**config.mk**
```make
export PLATFORM = sky130hd
export DESIGN_NAME = dcache_mem_ctrl
export DESIGN_NICKNAME = d
export VERILOG_FILES = /design/src/rtl/dcache_mem_ctrl.sv
export SDC_FILE = /design/constraint.sdc
export NUM_CORES = 1
export LEC_CHECK = 0
export BUFFER_PORTS_ARGS = -buffer_cell sky130_fd_sc_hd__clkbuf_2
export CAP_MARGIN = 0
export CORE_AREA = 2 2 278 280
export CTS_CLUSTER_SIZE = 14
export DETAILED_ROUTE_END_ITERATION = 16
export DIE_AREA = 0 0 280 282
export GPL_TIMING_DRIVEN = 1
export PLACE_DENSITY = 0.71
export SLEW_MARGIN = 20
export SYNTH_ARGS = -nofsm -noshare
export SYNTH_HDL_FRONTEND = slang
export SYNTH_SLANG_ARGS = --single-unit
```
**constraint.sdc**
```tcl
create_clock -name CLK -period 3.2 [get_ports CLK]
set_input_delay 0 -clock CLK [delete_from_list [all_inputs] [get_ports CLK]]
set_output_delay 0 -clock CLK [all_outputs]
set_load 0.01 [all_outputs]
```
**src/rtl/dcache_mem_ctrl.sv**
```systemverilog
// DCACHE miss/writeback engine: serialises an optional dirty-victim writeback and a
// 256-bit refill into single-word bus beats. Optional build macro: DCACHE_MEM_CRIT_WORD_FIRST_EN.
module dcache_mem_ctrl #(
    parameter int WORDS   = 8,
    parameter int TIMEOUT = 255
) (
    input  logic         CLK,
    input  logic         RESET,
    input  logic         req_valid,
    output logic         req_ready,
    input  logic [31:0]  req_addr,
    input  logic         wb_valid,
    input  logic [31:0]  wb_addr,
    input  logic [255:0] wb_block,
    output logic [255:0] block_read,
    output logic         block_read_valid,
    output logic [31:0]  mem_addr,
    output logic         mem_rd,
    output logic         mem_wr,
    output logic [31:0]  mem_wdata,
    input  logic [31:0]  mem_rdata,
    input  logic         mem_ack,
    output logic [31:0]  crit_word,
    output logic         crit_word_valid,
    output logic         busy,
    output logic         err
);

    localparam int TW = $clog2(TIMEOUT + 1);
    localparam logic [2:0] LAST_BEAT = 3'(WORDS - 1);

    typedef enum logic [2:0] {IDLE, WB, RD, DONE, ERR} state_t;

    state_t         state;
    logic [31:0]    req_base;
    logic [31:0]    wb_base;
    logic [255:0]   wb_buf;
    logic [2:0]     beat;
    logic [2:0]     start_off;
    logic [TW-1:0]  tcnt;
    logic [2:0]     rd_idx;
    logic           unused_bits;

    // Line-offset bits only matter for the fetch start word, and only in one build.
    assign unused_bits = ^{req_addr[4:0], wb_addr[4:0]};

    function automatic logic [31:0] word_of(input logic [255:0] blk, input logic [2:0] i);
        return blk[255 - 32*int'(i) -: 32];
    endfunction

    function automatic logic [31:0] beat_addr(input logic [31:0] base, input logic [2:0] k);
        return base | {27'd0, k, 2'b00};
    endfunction

    // Fill-buffer word index of the current read beat; start_off is 0 in the sequential build.
    assign rd_idx = start_off + beat;

`ifndef DCACHE_MEM_CRIT_WORD_FIRST_EN
    assign crit_word       = 32'd0;
    assign crit_word_valid = 1'b0;
`endif

    always_ff @(posedge CLK or negedge RESET) begin
        if (!RESET) begin
            state            <= IDLE;
            req_base         <= 32'd0;
            wb_base          <= 32'd0;
            wb_buf           <= 256'd0;
            beat             <= 3'd0;
            start_off        <= 3'd0;
            tcnt             <= '0;
            req_ready        <= 1'b1;
            block_read       <= 256'd0;
            block_read_valid <= 1'b0;
            mem_addr         <= 32'd0;
            mem_rd           <= 1'b0;
            mem_wr           <= 1'b0;
            mem_wdata        <= 32'd0;
            busy             <= 1'b0;
            err              <= 1'b0;
`ifdef DCACHE_MEM_CRIT_WORD_FIRST_EN
            crit_word        <= 32'd0;
            crit_word_valid  <= 1'b0;
`endif
        end else begin
            block_read_valid <= 1'b0;
`ifdef DCACHE_MEM_CRIT_WORD_FIRST_EN
            crit_word_valid  <= 1'b0;
`endif
            case (state)
                // DONE also has req_ready high, so a back-to-back request is taken there too.
                IDLE, DONE: begin
                    if (req_valid && req_ready) begin
                        req_base  <= {req_addr[31:5], 5'd0};
                        wb_base   <= {wb_addr[31:5], 5'd0};
                        wb_buf    <= wb_block;
                        beat      <= 3'd0;
                        tcnt      <= '0;
                        req_ready <= 1'b0;
                        busy      <= 1'b1;
`ifdef DCACHE_MEM_CRIT_WORD_FIRST_EN
                        start_off <= req_addr[4:2];
`else
                        start_off <= 3'd0;
`endif
                        if (wb_valid) begin
                            state     <= WB;
                            mem_wr    <= 1'b1;
                            mem_addr  <= {wb_addr[31:5], 5'd0};
                            mem_wdata <= word_of(wb_block, 3'd0);
                        end else begin
                            state    <= RD;
                            mem_rd   <= 1'b1;
`ifdef DCACHE_MEM_CRIT_WORD_FIRST_EN
                            mem_addr <= {req_addr[31:5], req_addr[4:2], 2'b00};
`else
                            mem_addr <= {req_addr[31:5], 5'd0};
`endif
                        end
                    end else begin
                        state     <= IDLE;
                        busy      <= 1'b0;
                        req_ready <= 1'b1;
                    end
                end
                WB: begin
                    if (mem_ack) begin
                        tcnt <= '0;
                        if (beat == LAST_BEAT) begin
                            state     <= RD;
                            beat      <= 3'd0;
                            mem_wr    <= 1'b0;
                            mem_rd    <= 1'b1;
                            mem_wdata <= 32'd0;
                            mem_addr  <= beat_addr(req_base, start_off);
                        end else begin
                            beat      <= beat + 3'd1;
                            mem_addr  <= beat_addr(wb_base, beat + 3'd1);
                            mem_wdata <= word_of(wb_buf, beat + 3'd1);
                        end
                    end else if (tcnt == TW'(TIMEOUT - 1)) begin
                        state  <= ERR;
                        err    <= 1'b1;
                        mem_wr <= 1'b0;
                    end else begin
                        tcnt <= tcnt + 1'b1;
                    end
                end
                RD: begin
                    if (mem_ack) begin
                        tcnt <= '0;
                        block_read[255 - 32*int'(rd_idx) -: 32] <= mem_rdata;
`ifdef DCACHE_MEM_CRIT_WORD_FIRST_EN
                        if (beat == 3'd0) begin
                            crit_word       <= mem_rdata;
                            crit_word_valid <= 1'b1;
                        end
`endif
                        if (beat == LAST_BEAT) begin
                            state            <= DONE;
                            beat             <= 3'd0;
                            mem_rd           <= 1'b0;
                            mem_addr         <= 32'd0;
                            block_read_valid <= 1'b1;
                            req_ready        <= 1'b1;
                        end else begin
                            beat     <= beat + 3'd1;
                            mem_addr <= beat_addr(req_base, rd_idx + 3'd1);
                        end
                    end else if (tcnt == TW'(TIMEOUT - 1)) begin
                        state  <= ERR;
                        err    <= 1'b1;
                        mem_rd <= 1'b0;
                    end else begin
                        tcnt <= tcnt + 1'b1;
                    end
                end
                ERR: begin
                    state     <= IDLE;
                    tcnt      <= '0;
                    beat      <= 3'd0;
                    busy      <= 1'b0;
                    req_ready <= 1'b1;
                end
                default: state <= IDLE;
            endcase
        end
    end

endmodule

```
==> metrics.md <==
| Metric | Value |
|---|---|
| Most instantiated flip-flop cell in the synthesis netlist | sky130_fd_sc_hd__dfrtp_1 |
| Number of max-cap violations | 0 |
| Combined global-route utilization of all metal layers | 24.1% |
| Hold Worst Slack | 0.0330 ns |
| Area of the die | 79,000 um2 |
| Inserted Clock Buffers | 73 |
| CTS HTree Levels | 3 |
| Final worst path period need | 2.78 ns |
| CP required | 3.65 ns |
| Top cells by area in the synthesized netlist | sky130_fd_sc_hd__dfrtp_1 57%, sky130_fd_sc_hd__mux2_2 12%, sky130_fd_sc_hd__mux2i_1 8.3% |
| Total half-perimeter wirelength after legalization and detailed placement | 62,500 um |
| Post-CTS setup repair buffer count | 0 |
| Yosys Warn Count | 0 |
| Die Ht | 282 um |
| Number of endpoints with negative hold slack in the final report | 0 |
| Via density per instance | 5.30 |
| Share of synthesized flip-flops with an asynchronous set or reset | 100% |
| #FFs+latches synth | 648 |
| Total power per unit cell area | 963 nW/um2 |
| Synthesized instance count | about 2,300 |
| Syn avg cell area | 12.4 um2 |
| Fill count | 6,311 |
| Critical Path Start Type | flop |
| Layout cells sized above 1 | 36.1% |
| Total Wirelength | 97,300 um |
| Via count of the first global-routing pass | 24,200 |
| Syn Std Cell Area | 28,600 um2 |
| IO Pins | 716 |
| Met2 Use GR | 41.3% |
| Finished Cell Area | 38,800 um2 |
| Switch Pwr | 0.0139 W |
| Area after detailed placement | between 30,000 and 40,000 um2 |
| Clock Skew | 0.0283 ns |
| Switching fraction of total power | about 37% |
| Worst-Skew Late Latency | approximately 0.6 ns |
| Final weighted congestion in routability-driven placement | roughly 0.84 |
| Highest achievable clock rate | 0.360 GHz |
| Number of placed instances, taps included | a little under 4,000 |
| Type of element capturing the critical path | flop |
| Vias | 23,100 |
| Global-route met1 utilization | 28.6% |
| Largest fanout of any net on the critical path | 43 |
| Clock tree from TritonCTS | built |
| Final standard cell count with taps included and fillers excluded | 4,348 |
| Min-Delay Path Class | in -> async |
| Clock tree root buffer cell | sky130_fd_sc_hd__clkbuf_16 |
| Number of buffers inserted for hold repair after clock tree synthesis | around 350 |
| Detailed-routing iteration count for the pre-antenna-repair pass | 5 |
| Initial standard-cell utilization of the core | 37.7% |
| Largest area contributor in the netlist | sky130_fd_sc_hd__dfrtp_1 |
| Worst rel slew slack | 28.2% |
| Total negative setup slack | 0 ns |
| Tcrit/Tclk final | between 80 and 90% |
| Post-route antenna net violation count | 0 |
| Number of gates given a new drive strength after cts | 0 |
| Maximum resistive drop on vdd | 0.000574 V |
| Wire length of the first global-routing pass | 146,000 um |
| Number of antenna violations at the first check in global routing | 9 |
| Max Buffers Root-to-Sink | 3 |
| Die outline width | 280 um |
| Post-layout power | 0.0374 W |
| Clock sinks | 648 |
| Clock-pin slew of the registers on the worst-case setup and hold paths | 0.06 ns |
| Post-DR wirelength/cell | 22.4 um |
| Count of unresolved DRC violations after routing | 0 |
| Layout overhead on the synthesized area | 36.0% |
| GRT overflow | 0 |
| Sequential Power Share | 38.3% |
| Count of routing violations after the opening detailed-route iteration | 1,623 |
| Leakage power total | 19.0 nW |
| Global routing usage on met3 | 4.74% |
| Number of port buffers | 670 |
| GRT busiest layer | met2 |
| Area share of the leading cell type in the synthesized netlist | approximately 57% |
| Worst-Margin Slew | roughly 1.1 ns |
| Cell Chain, Critical Path | inv_1 -> ha_4 -> buf_12 -> mux2i_1 -> a22oi_1 -> a32oi_1 -> a21oi_1 |
| Combinational Power Share | 39.5% |
| Flop2flop setup slack | between 0.4 and 0.5 ns |
| Share of synthesized area occupied by flip-flops and latches | 56.8% |
| Yosys cell types | 59 |
| Post-layout net count | 3,673 |
| Final slew viol count | 0 |
| Setup repair after global routing missed its margin | no |
| Internal power summed over all cells | 0.0236 W |
| Sum of buffers and inverters on the critical path | 2 |
| Delay-heaviest family, CP | buffers and inverters |
| Cell with the largest stage delay on the worst path | sky130_fd_sc_hd__ha_4 |
| Critical Path AT | between 3 and 4 ns |
| Number of core rows | between 100 and 150 |
| Critical setup path kind | reg -> reg |
| Run status | finished, final reports clean |
| Fraction of power consumed by the clock network | 22.2% |
| Area of the placeable core | 75,700 um2 |
| Maximum number of pins on one net before global-route repair | 109 |
| Critical Path Max Stage Delay | 0.57 ns |
| Number of enable flip-flop cells after synthesis | 0 |
| Final setup fails | 0 |
## metrics by stage
| step | setup slack [ns] | utilization, % |
|---|---|---|
| 4_1_cts | 0.453 | 51.3 |
| 6_report | 0.422 | 51.3 |
| 3_3_place_gp | 0.521 | 43.6 |
| 3_5_place_dp | 0.463 | 43.6 |
| 5_1_grt | 0.257 | 51.3 |
| 2_1_floorplan | 0.972 | - |
## cell families (layout without fill, tap and decap cells)
logic type / Yosys count / after routing / share of synthesized area (%)
flip-flops: 648 / 648 / 56.8
multiplexers: 603 / 603 / 22.7
AND/OR/NAND/NOR: 376 / 376 / 5.76
AO/OA/AOI/OAI: 370 / 370 / 8.84
buffers and inverters: 291 / 1320 / 5.45
adder cells (fa/ha/maj): 8 / 8 / 0.350
XOR/XNOR: 2 / 2 / 0.0876
other: 1 / 43 / 0.0131
## worst paths after layout
check | start | endpoint | cells past startpoint
max | beat[0] | mem_wdata[22] | 7
min | RESET | block_read[78] | 2
max reg2reg | beat[0] | mem_wdata[22] | 7
min reg2reg | block_read[138] | block_read[138] | 2
max in group asynchronous | RESET | wb_buf[144] | 4
min in group CLK | wb_block[202] | wb_buf[202] | 3
## power by group through the flow
stage,clock network (W),registers (W),logic [W]
after floorplan,0,0.0143,0.00850
after CTS,0.00846,0.0142,0.0146
final,0.00831,0.0143,0.0148
after detailed placement,0,0.0143,0.0142
after global placement,0,0.0141,0.0139
after global routing,0.00882,0.0147,0.0160
## state kept, by name (all words and copies together), names as in the netlist, 3 cells and up
| signal | cells |
|---|---|
| block_read | 256 |
| wb_buf | 256 |
| mem_wdata | 32 |
| mem_addr | 30 |
| req_base | 27 |
| wb_base | 27 |
| tcnt | 8 |
| beat | 3 |
| state | 3 |
## placed cells by master (no fill, tap or decap), types with 4 or more instances in the layout
cell                              n
sky130_fd_sc_hd__clkbuf_2       669
sky130_fd_sc_hd__dfrtp_1        647
sky130_fd_sc_hd__dlygate4sd3_1  346
sky130_fd_sc_hd__mux2_2         310
sky130_fd_sc_hd__nand2_1        267
sky130_fd_sc_hd__mux2i_1        238
sky130_fd_sc_hd__o21ai_0        121
sky130_fd_sc_hd__inv_1           91
sky130_fd_sc_hd__a22oi_1         91
sky130_fd_sc_hd__clkbuf_16       75
sky130_fd_sc_hd__buf_4           70
sky130_fd_sc_hd__mux2_1          55
sky130_fd_sc_hd__a21oi_1         38
sky130_fd_sc_hd__conb_1          35
sky130_fd_sc_hd__a22o_1          33
sky130_fd_sc_hd__a32oi_1         32
sky130_fd_sc_hd__nor3_1          32
sky130_fd_sc_hd__o221ai_1        27
sky130_fd_sc_hd__clkinv_2        17
sky130_fd_sc_hd__and2_1          16
sky130_fd_sc_hd__clkbuf_8        16
sky130_fd_sc_hd__buf_12          14
sky130_fd_sc_hd__clkbuf_1        11
sky130_fd_sc_hd__diode_2          8
sky130_fd_sc_hd__ha_1             7
sky130_fd_sc_hd__nand4_1          6
sky130_fd_sc_hd__nand3_1          6
sky130_fd_sc_hd__nor2_4           5
sky130_fd_sc_hd__or2_2            5
sky130_fd_sc_hd__nor2_1           5
sky130_fd_sc_hd__or4_1            4
## synth_stat cells, types with 32 or more instances
master	number
sky130_fd_sc_hd__a22o_1	33
sky130_fd_sc_hd__clkbuf_1	76
sky130_fd_sc_hd__buf_4	38
sky130_fd_sc_hd__nor3_1	33
sky130_fd_sc_hd__a22oi_1	91
sky130_fd_sc_hd__mux2_1	55
sky130_fd_sc_hd__buf_6	34
sky130_fd_sc_hd__o21ai_0	121
sky130_fd_sc_hd__nand2_1	270
sky130_fd_sc_hd__mux2i_1	238
sky130_fd_sc_hd__mux2_2	310
sky130_fd_sc_hd__dfrtp_1	647
sky130_fd_sc_hd__inv_1	91
sky130_fd_sc_hd__a32oi_1	32
sky130_fd_sc_hd__a21oi_1	38
sky130_fd_sc_hd__buf_2	45
## cell type report
cell class | instances | area [um2] | share of cell area [%]
antenna | 8 | 20.0 | 0.0515
multi-input combinational | 1394 | 11100 | 28.5
sequential | 648 | 16200 | 41.7
tap | 978 | 1220 | 3.15
timing repair buffer | 1100 | 7630 | 19.6
inverter | 91 | 342 | 0.879
clock buffer | 102 | 2140 | 5.50
clock inverter | 27 | 223 | 0.573
## metal layers
metal,vias to the layer above,share of wire [%]
li1,10100,-
met1,11500,39
met2,1072,50
met3,319,6.5
met4,6,5.2
met5,-,0.037
Power figures use the tool's default switching activity.
